## src/rtl/uart_tx_pkg.sv

```systemverilog
// Shared UART definitions: framing FSM states and bit-timing constants used by both TX and RX.
package uart_tx_pkg;

    localparam int CLKS_PER_BIT_DEFAULT = 104;
    localparam int DIV_W                = 11;

    typedef enum logic [1:0] {
        IDLE,
        START,
        DATA,
        STOP
    } uart_state_t;

endpackage

```

## src/rtl/uart_tx_if.sv

```systemverilog
// Byte handshake from a producer into the UART transmitter.
interface uart_tx_if;

    logic [7:0] data;
    logic       valid;
    logic       ready;

    modport master (output data, output valid, input ready);
    modport slave  (input data, input valid, output ready);

endinterface

```

## src/rtl/uart_tx_fifo.sv

```systemverilog
// Transmit byte buffer: power-of-two circular FIFO with registered occupancy.
// Latency: a pushed entry is visible at head on the next cycle.
// Backpressure: push is ignored when full, pop is ignored when empty.
module uart_tx_fifo #(
    parameter int WIDTH      = 8,
    parameter int FIFO_DEPTH = 4
) (
    input  logic             clock,
    input  logic             reset,
    input  logic             push,
    input  logic [WIDTH-1:0] wdata,
    input  logic             pop,
    output logic             full,
    output logic             empty,
    output logic [WIDTH-1:0] head
);

    localparam int AW = $clog2(FIFO_DEPTH);

    logic [WIDTH-1:0] mem [FIFO_DEPTH];
    logic [AW-1:0]    wr_ptr;
    logic [AW-1:0]    rd_ptr;
    logic [AW:0]      count;
    logic             push_ok;
    logic             pop_ok;

    assign full    = (count == (AW+1)'(FIFO_DEPTH));
    assign empty   = (count == '0);
    assign head    = mem[rd_ptr];
    assign push_ok = push && !full;
    assign pop_ok  = pop && !empty;

    // Pointers wrap naturally because the depth is a power of two.
    always_ff @(posedge clock) begin
        if (!reset) begin
            wr_ptr <= '0;
            rd_ptr <= '0;
            count  <= '0;
        end else begin
            if (push_ok) wr_ptr <= wr_ptr + AW'(1);
            if (pop_ok)  rd_ptr <= rd_ptr + AW'(1);
            case ({push_ok, pop_ok})
                2'b10:   count <= count + (AW+1)'(1);
                2'b01:   count <= count - (AW+1)'(1);
                default: count <= count;
            endcase
        end
    end

    always_ff @(posedge clock) begin
        if (push_ok) mem[wr_ptr] <= wdata;
    end

endmodule

```

## src/rtl/uart_tx.sv

```systemverilog
// 8N1 UART transmitter with a small byte FIFO in front of the framing FSM.
// Latency: a byte pushed into an idle block starts its start bit two cycles later.
// Backpressure: ready drops while the FIFO is full or reset is asserted.
module uart_tx
    import uart_tx_pkg::*;
#(
    parameter int CLKS_PER_BIT = CLKS_PER_BIT_DEFAULT,
    parameter int FIFO_DEPTH   = 4
) (
    input  logic       clock,
    input  logic       reset,
    uart_tx_if.slave   tx_if,
    output logic       uartTxPin,
    output logic       busy,
    output logic       fin
);

    uart_state_t      state, state_n;
    logic [DIV_W-1:0] div, div_n;
    logic [2:0]       bitcnt, bitcnt_n;
    logic [7:0]       shift, shift_n;
    logic             tx_n;
    logic             fin_n;
    logic             pop;
    logic             full;
    logic             empty;
    logic [7:0]       head;
    logic             last;

    assign tx_if.ready = reset && !full;
    assign busy        = (state != IDLE) || !empty;
    assign last        = (div == DIV_W'(CLKS_PER_BIT - 1));

    uart_tx_fifo #(
        .WIDTH      (8),
        .FIFO_DEPTH (FIFO_DEPTH)
    ) u_fifo (
        .clock (clock),
        .reset (reset),
        .push  (tx_if.valid && tx_if.ready),
        .wdata (tx_if.data),
        .pop   (pop),
        .full  (full),
        .empty (empty),
        .head  (head)
    );

    always_comb begin
        state_n  = state;
        div_n    = div;
        bitcnt_n = bitcnt;
        shift_n  = shift;
        pop      = 1'b0;
        case (state)
            IDLE: begin
                if (!empty) begin
                    pop      = 1'b1;
                    shift_n  = head;
                    div_n    = '0;
                    bitcnt_n = '0;
                    state_n  = START;
                end
            end
            START: begin
                if (last) begin
                    div_n   = '0;
                    state_n = DATA;
                end else begin
                    div_n = div + DIV_W'(1);
                end
            end
            DATA: begin
                if (last) begin
                    div_n    = '0;
                    shift_n  = {1'b0, shift[7:1]};
                    bitcnt_n = bitcnt + 3'd1;
                    if (bitcnt == 3'd7) state_n = STOP;
                end else begin
                    div_n = div + DIV_W'(1);
                end
            end
            STOP: begin
                if (last) begin
                    div_n = '0;
                    // Chain straight into the next start bit so queued bytes leave with no idle gap.
                    if (!empty) begin
                        pop      = 1'b1;
                        shift_n  = head;
                        bitcnt_n = '0;
                        state_n  = START;
                    end else begin
                        state_n = IDLE;
                    end
                end else begin
                    div_n = div + DIV_W'(1);
                end
            end
            default: state_n = IDLE;
        endcase

        // Line and fin are registered from next-state so they align exactly with the state they describe.
        case (state_n)
            START:   tx_n = 1'b0;
            DATA:    tx_n = shift_n[0];
            default: tx_n = 1'b1;
        endcase
        fin_n = (state_n == STOP) && (div_n == DIV_W'(CLKS_PER_BIT - 1));
    end

    always_ff @(posedge clock) begin
        if (!reset) begin
            state     <= IDLE;
            div       <= '0;
            bitcnt    <= '0;
            shift     <= '0;
            uartTxPin <= 1'b1;
            fin       <= 1'b0;
        end else begin
            state     <= state_n;
            div       <= div_n;
            bitcnt    <= bitcnt_n;
            shift     <= shift_n;
            uartTxPin <= tx_n;
            fin       <= fin_n;
        end
    end

endmodule

```

## src/flat_wrapper.sv

```systemverilog
// flat-port wrapper written by rule: the top's interface ports become plain ports
module uart_tx_flat import uart_tx_pkg::*;
#(
    parameter int CLKS_PER_BIT = CLKS_PER_BIT_DEFAULT,
    parameter int FIFO_DEPTH   = 4
)
  (clock, reset, uartTxPin, busy, fin, tx_if_data, tx_if_valid, tx_if_ready);
  uart_tx_if tx_if_i ();
  input  logic clock;
  input  logic reset;
  output logic uartTxPin;
  output logic busy;
  output logic fin;
  input wire logic [$bits(tx_if_i.data)-1:0] tx_if_data;
  input wire logic [$bits(tx_if_i.valid)-1:0] tx_if_valid;
  output wire logic [$bits(tx_if_i.ready)-1:0] tx_if_ready;
  assign tx_if_i.data = tx_if_data;
  assign tx_if_i.valid = tx_if_valid;
  assign tx_if_ready = tx_if_i.ready;
  uart_tx #(.CLKS_PER_BIT(CLKS_PER_BIT), .FIFO_DEPTH(FIFO_DEPTH)) u_core (.clock(clock), .reset(reset), .tx_if(tx_if_i), .uartTxPin(uartTxPin), .busy(busy), .fin(fin));
endmodule
```

## config.mk

```make
export PLATFORM = sky130hd
export DESIGN_NAME = uart_tx_flat
export DESIGN_NICKNAME = d
export VERILOG_FILES = /design/src/rtl/uart_tx_pkg.sv /design/src/rtl/uart_tx_if.sv /design/src/rtl/uart_tx_fifo.sv /design/src/rtl/uart_tx.sv /design/src/flat_wrapper.sv
export SDC_FILE = /design/constraint.sdc
export NUM_CORES = 1
export LEC_CHECK = 0
export CAP_MARGIN = 5
export CORE_MARGIN = 2
export CORE_UTILIZATION = 55
export DETAILED_ROUTE_END_ITERATION = 8
export GPL_TIMING_DRIVEN = 1
export PLACE_DENSITY_LB_ADDON = 0.3
export SYNTH_ARGS = -nofsm -noshare
export SYNTH_HDL_FRONTEND = slang
export SYNTH_SLANG_ARGS = --single-unit
```

## constraint.sdc

```tcl
create_clock -name clock -period 3.7 [get_ports clock]
set_input_delay 0.74 -clock clock [delete_from_list [all_inputs] [get_ports clock]]
set_output_delay 0.74 -clock clock [all_outputs]
set_load 0.1 [all_outputs]
```

; Word level (Yosys, flattened, before mapping)
; Memories as Yosys holds them, arrays and structs flattened. A register that Yosys moved wholly into a read port is not among the register bits.
; Cells that the tools add are included.
[totals]
reg_bits = 33
inputBits = 11
n_memories = 1
ram_bits = 32
elab_cells = 73
output_inout_bits = 4
[op_classes]
n_eq_ne = 14
n_addsub = 6
reduce_logical = 15
mux = 27
[mem_list]
columns = memory, depth, width, rd, rd_ports_with_merged_regs, wr, line
row1 = u_core.u_fifo.mem, 4, 8, 1, 1, 1, uart_tx_fifo.sv:20  ; logic [WIDTH-1:0] mem [FIFO_DEPTH];
[ops]
columns = operator, n
row1 = 2-to-1 mux 8 bit, 3
row2 = case mux 8 bit (3 select lines), 1
row3 = == test 11 x 7 -> 1 bit (second input constant), 2
row4 = 2-to-1 mux 11 bit, 2
row5 = case mux 11 bit (2 select lines), 1
row6 = 2-to-1 mux 2 bit, 7
row7 = adder 11 x 1 -> 11 bit (second input constant), 1
row8 = == test 2 bit (second input constant), 5
row9 = 2-to-1 mux 3 bit, 3
row10 = case mux 3 bit (3 select lines), 1
row11 = case mux 2 bit (4 select lines), 1
row12 = adder 3 x 1 -> 3 bit (second input constant), 2
row13 = == test 2 x 1 -> 1 bit (second input constant), 3
row14 = == test 3 bit (second input constant), 2
row15 = case mux 3 bit (2 select lines), 1
row16 = logical AND 1 bit, 5
row17 = 2-to-1 mux 1 bit, 5
row18 = adder 2 x 1 -> 2 bit (second input constant), 2
row19 = != test 2 x 1 -> 1 bit (second input constant), 2
row20 = case mux 1 bit (2 select lines), 2
row21 = nonzero test 2 bit, 2
row22 = zero test 3 bit, 1
row23 = AND reduction 3 bit, 1
row24 = nonzero test 3 bit, 1
row25 = other kinds (5), 6

; Longest topological paths before layout
[depth]
word_depth = 7
ltp_mapped = 11
depth_no_buf = 10

; Hierarchy
; A second synthesis with hierarchy kept.
[unflattened]
hier_cells = 300
area_unflattened_um2 = 3264.4
[modules_own_cells]
columns = mod, instances, seq_area_each_um2, cells_each, area_each_um2
row1 = uart_tx_fifo, 1, 1141.1, 96, 1644.1
row2 = uart_tx, 1, 520.5, 204, 1620.3

; Least setup slack after synthesis
; No wires, ideal clock.
[synth_timing]
path_kind = input to register
startpoint = input reset
endpoint = register u_core.u_fifo.count[2]
path_stages = 10
t_required_ps = 3629
t_arrival_ps = 3919
setup_ps = 71
setup_slack_ps = -289
n_path_buf = 0
cell_sequence = clkinv_1 a31oi_1 and2_1 inv_1 ha_1 inv_1 fa_1 xor2_1 or3_1 a21oi_1
[synth_via]
elab_chain_cells = 5
elab_cells_between_ends = 7
classes_between = eq/ne: 2 / mux: 1 / reduce/logical: 4
[synth_lines]
columns = item, line
row1 = "start, declared", flat_wrapper.sv:10  ; input logic reset;
row2 = logical AND 1 bit (*), uart_tx.sv:30  ; assign tx_if.ready = reset && !full;
row3 = named net tx_if_ready, flat_wrapper.sv:16  ; output wire logic [$bits(tx_if_i.ready)-1:0] tx_if_ready;
row4 = logical AND 1 bit (*), uart_tx.sv:40  ; .push (tx_if.valid && tx_if.ready),
row5 = logical AND 1 bit (*), uart_tx_fifo.sv:30  ; assign push_ok = push && !full;
row6 = == test 2 x 1 -> 1 bit / == test 2 bit (equally long branches), uart_tx_fifo.sv:42  ; case ({push_ok, pop_ok})
row7 = case mux 3 bit (2 select lines) / nonzero test 2 bit (equally long branches), -
row8 = "end signal, assigned", uart_tx_fifo.sv:43  ; 2'b10: count <= count + (AW+1)'(1);
row9 = "end signal, assigned", uart_tx_fifo.sv:44  ; 2'b01: count <= count - (AW+1)'(1);
row10 = "end signal, assigned", uart_tx_fifo.sv:45  ; default: count <= count;
row11 = "end, declared", uart_tx_fifo.sv:23  ; logic [AW:0] count;
; Mark *: on every way through the listed nets, which the timed path passes. The rest lies on a longest branch.
; A chain may end at the register's enable or synchronous reset.

; Worst setup path after layout
[layout_timing]
startpoint = register u_core.div[0]
endpoint = register u_core.u_fifo.count[2]
[layout_via]
elab_chain_cells = 6
elab_cells_between_ends = 8
classes_between = eq/ne: 3 / mux: 3 / reduce/logical: 2
[layout_lines]
columns = item, line
row1 = "start, declared", uart_tx.sv:19  ; logic [DIV_W-1:0] div, div_n;
row2 = "start signal, assigned", uart_tx.sv:120  ; div <= div_n;
row3 = == test 11 x 7 -> 1 bit (*), uart_tx.sv:32  ; assign last = (div == DIV_W'(CLKS_PER_BIT - 1));
row4 = 2-to-1 mux 1 bit (*), uart_tx.sv:83  ; if (last) begin
row5 = case mux 1 bit (2 select lines) (*), uart_tx.sv:54  ; case (state)
row6 = logical AND 1 bit (*), uart_tx_fifo.sv:31  ; assign pop_ok = pop && !empty;
row7 = named net u_core.u_fifo.pop_ok, uart_tx_fifo.sv:25  ; logic pop_ok;
row8 = == test 2 x 1 -> 1 bit / == test 2 bit (equally long branches), uart_tx_fifo.sv:42
row9 = case mux 3 bit (2 select lines) / nonzero test 2 bit (equally long branches), -
; Marks and branches as above.

==> out/results.ini <==
[cts]
post-cts-setup-buffers=0
clk_path_buf_depth=2
holdBufCountCts=0
clkSinkCount=67
cts.root.buffer_cell=clkbuf_8
clk_latency_ps=350
cts_resized=0
cts_tree=yes
numCtsBuffers=9
h-tree-depth=3
clk_pin_slew_worst_paths_ps=90

[worst_setup_path]
reg2reg_slack_ps=650
worstSetupStartpointType=register
crit_chain=ha_1 -> and2b_1 -> a41oi_4 -> nor3_2 -> ha_1 -> inv_1 -> fa_1 -> xor2_1 -> or3_1 -> a21oi_1
crit_type=register to register
required_ps=3980
crit_buf_inv=1
slowest_stage=dfxtp_1
crit_path_end_kind=register
critical_path_arrival_ps=3330
worst-path-max-fanout=10
cpLargestDelayFamily=adder cells
critical-path-top-cell-by-count=ha_1
max_stage_delay_ps=470

[sta]
holdWs_ps=471.1
setup_viol=0
period_share=0.8243
setup_tns_ps=0
relSlewSlack=0.3569
max_freq_mhz=327.9
hold_viol=0
finClkSkew_ps=15.46
maxSlewViolCount=0
setup_ws_ps=650.1
rsz0062_at_grt=no
worst_slew_pin_slew_ps=961.6
min_period_ps=3050

[grt]
grt_pass1_wl_um=11590
gr-total-overflow=0
antenna_found_initial=0
first_global_vias=2422
grt_max_degree=27
track_usage=0.2086

[synthesis]
ys_seq_area_frac=0.4777
synth-warning-count=0
synthesis.nets=344
synthAdderAreaFrac=0.05612
synth_top_area_frac=0.2763
ys_top_cells_by_area=edfxtp_1 28%, dfxtp_1 20%, mux4_2 5.2%, ha_1 5.0%, nor2_1 3.3%
synth-edff-count=32
synth_xor_area_frac=0.01763
ys_ff_latch=67
ys_top_cells_by_count=35 x dfxtp_1, 32 x edfxtp_1, 31 x nor2_1, 30 x nand2_1, 23 x a21oi_1
avgSynthCellArea_um2=10.94
synth.cell_area_um2=3478
synth_area_leader_cell=edfxtp_1
synthMuxAreaShare=0.05180
synth-compound-area-share=0.1568
ys_types=65
synth_top_family_by_area=simple AND/OR/NAND/NOR gates
netlist_instances=318
yosys.area_share.simple=0.1975
async_flop_share=0
ys_dominant_reg_cell=dfxtp_1
yosysMostFrequentCell=dfxtp_1

[layout]
drive_gt1_frac=0.1513
nFillCells=487
finish.utilization=0.6368
area_growth_syn_to_layout_pct=10.32
insertedDiodeCount=0
multi_input_area_um2=1675
post-route-cell-area_um2=3837
ff_latch_area_um2=1662
final_nets=358

[routing]
routedWlPerCell_um=16.95
drtPass1Iterations=5
via_per_inst=6.187
drt_iter0_markers=266
num_vias=2549
route.detailed.drc=0
ant_nets=0
wirelength_um=6982

[placement]
dpl_cell_area_um2=3657
gp_congestion=0.8418
dpl_worst_slack_ps=572.6
dp_hpwl_um=4741
port_buffers=14

[floorplan]
ios=15
start_util=0.5772
die_x_um=83.53
dieArea_um2=6976
design.core.area_um2=6026
rows=28
die_y_um=83.53

[run]
cap_violations=0

[power]
p_leak_nw=1.319
power_density_nw_per_um2=570.5
peakVddDrop_v=0.0003736

[min_path]
hp-class=register to register

[status]
status=finished, final reports clean

==> worst register-to-register path, stage by stage, from the launching register on <==
cell and delay (ps):
dfxtp_1 470, ha_1 350, and2b_1 340, a41oi_4 260, nor3_2 290, ha_1 230, inv_1 60, fa_1 370
xor2_1 170, or3_1 300, a21oi_1 130
==> cell families (layout without fill, tap and decap cells) <==
kind of cell / after synthesis / count (layout)
flip-flops: 67 / 67
multiplexers: 8 / 8
adder cells (fa/ha/maj): 15 / 15
AO/OA/AOI/OAI: 72 / 72
XOR/XNOR: 7 / 7
AND/OR/NAND/NOR: 120 / 120
buffers and inverters: 29 / 48
==> flip-flops by register name, summed over array words and instances, names as in the netlist, named ones only <==
register / cells
u_core.shift: 8
u_core.u_fifo.count: 3
u_core.u_fifo.wr_ptr: 2
u_core.fin: 1
u_core.state: 2
u_core.u_fifo.mem: 32
u_core.bitcnt: 3
u_core.div: 11
u_core.uartTxPin: 1
u_core.u_fifo.rd_ptr: 2
==> where the power goes <==
group	total (mW)	switching (mW)	internal [mW]
logic	0.686	0.408	0.278
clock network	0.575	0.321	0.254
registers	0.928	0.0779	0.851
==> layout make-up <==
cell class                 instances  area share
multi-input combinational        222      0.4366
sequential                        67      0.4330
timing repair buffer              17     0.04434
clock buffer                       9     0.03228
tap                               75     0.02445
clock inverter                     7     0.01467
inverter                          15     0.01467
==> worst paths after layout <==
path | from | end | cells past startpoint
worst min-delay path | u_core.bitcnt[1] | u_core.bitcnt[1] | 2
worst min register to register | u_core.bitcnt[1] | u_core.bitcnt[1] | 2
worst max register to register | u_core.div[0] | u_core.u_fifo.count[2] | 10
worst max-delay path | u_core.div[0] | u_core.u_fifo.count[2] | 10
==> cell usage in the layout (no fill, tap or decap), types with 3 or more instances in the layout <==
cell,count
a211oi_1,6
a21oi_1,23
a2bb2oi_1,3
a31oi_1,4
and2_1,4
and3_1,5
buf_4,4
clkbuf_8,9
clkdlybuf4s50_1,12
dfxtp_1,35
edfxtp_1,32
ha_1,14
inv_1,14
inv_6,5
mux4_2,8
nand2_1,30
nand3_1,4
nand4_1,6
nor2_1,31
nor3_1,12
o211ai_1,3
o21ai_0,7
o2bb2ai_1,3
o31ai_1,3
or3_1,3
xnor2_1,4
xor2_1,3
==> through the flow <==
step                power [mW]  instances
floorplan                1.462        318
global placement         1.614        396
detailed placement       1.625        396
CTS                      2.194        412
global route             2.310        412
finish                   2.189        412
==> routing by layer <==
layer  up-vias  track usage  wire length (µm)
met5         -            0                 0
li1       1227            -                 -
met4         0      0.08504               114
met2        84       0.3292              3302
met3        10      0.04352               376
met1      1228       0.2823              3189
No activity file was read; power rests on OpenSTA's default activity.
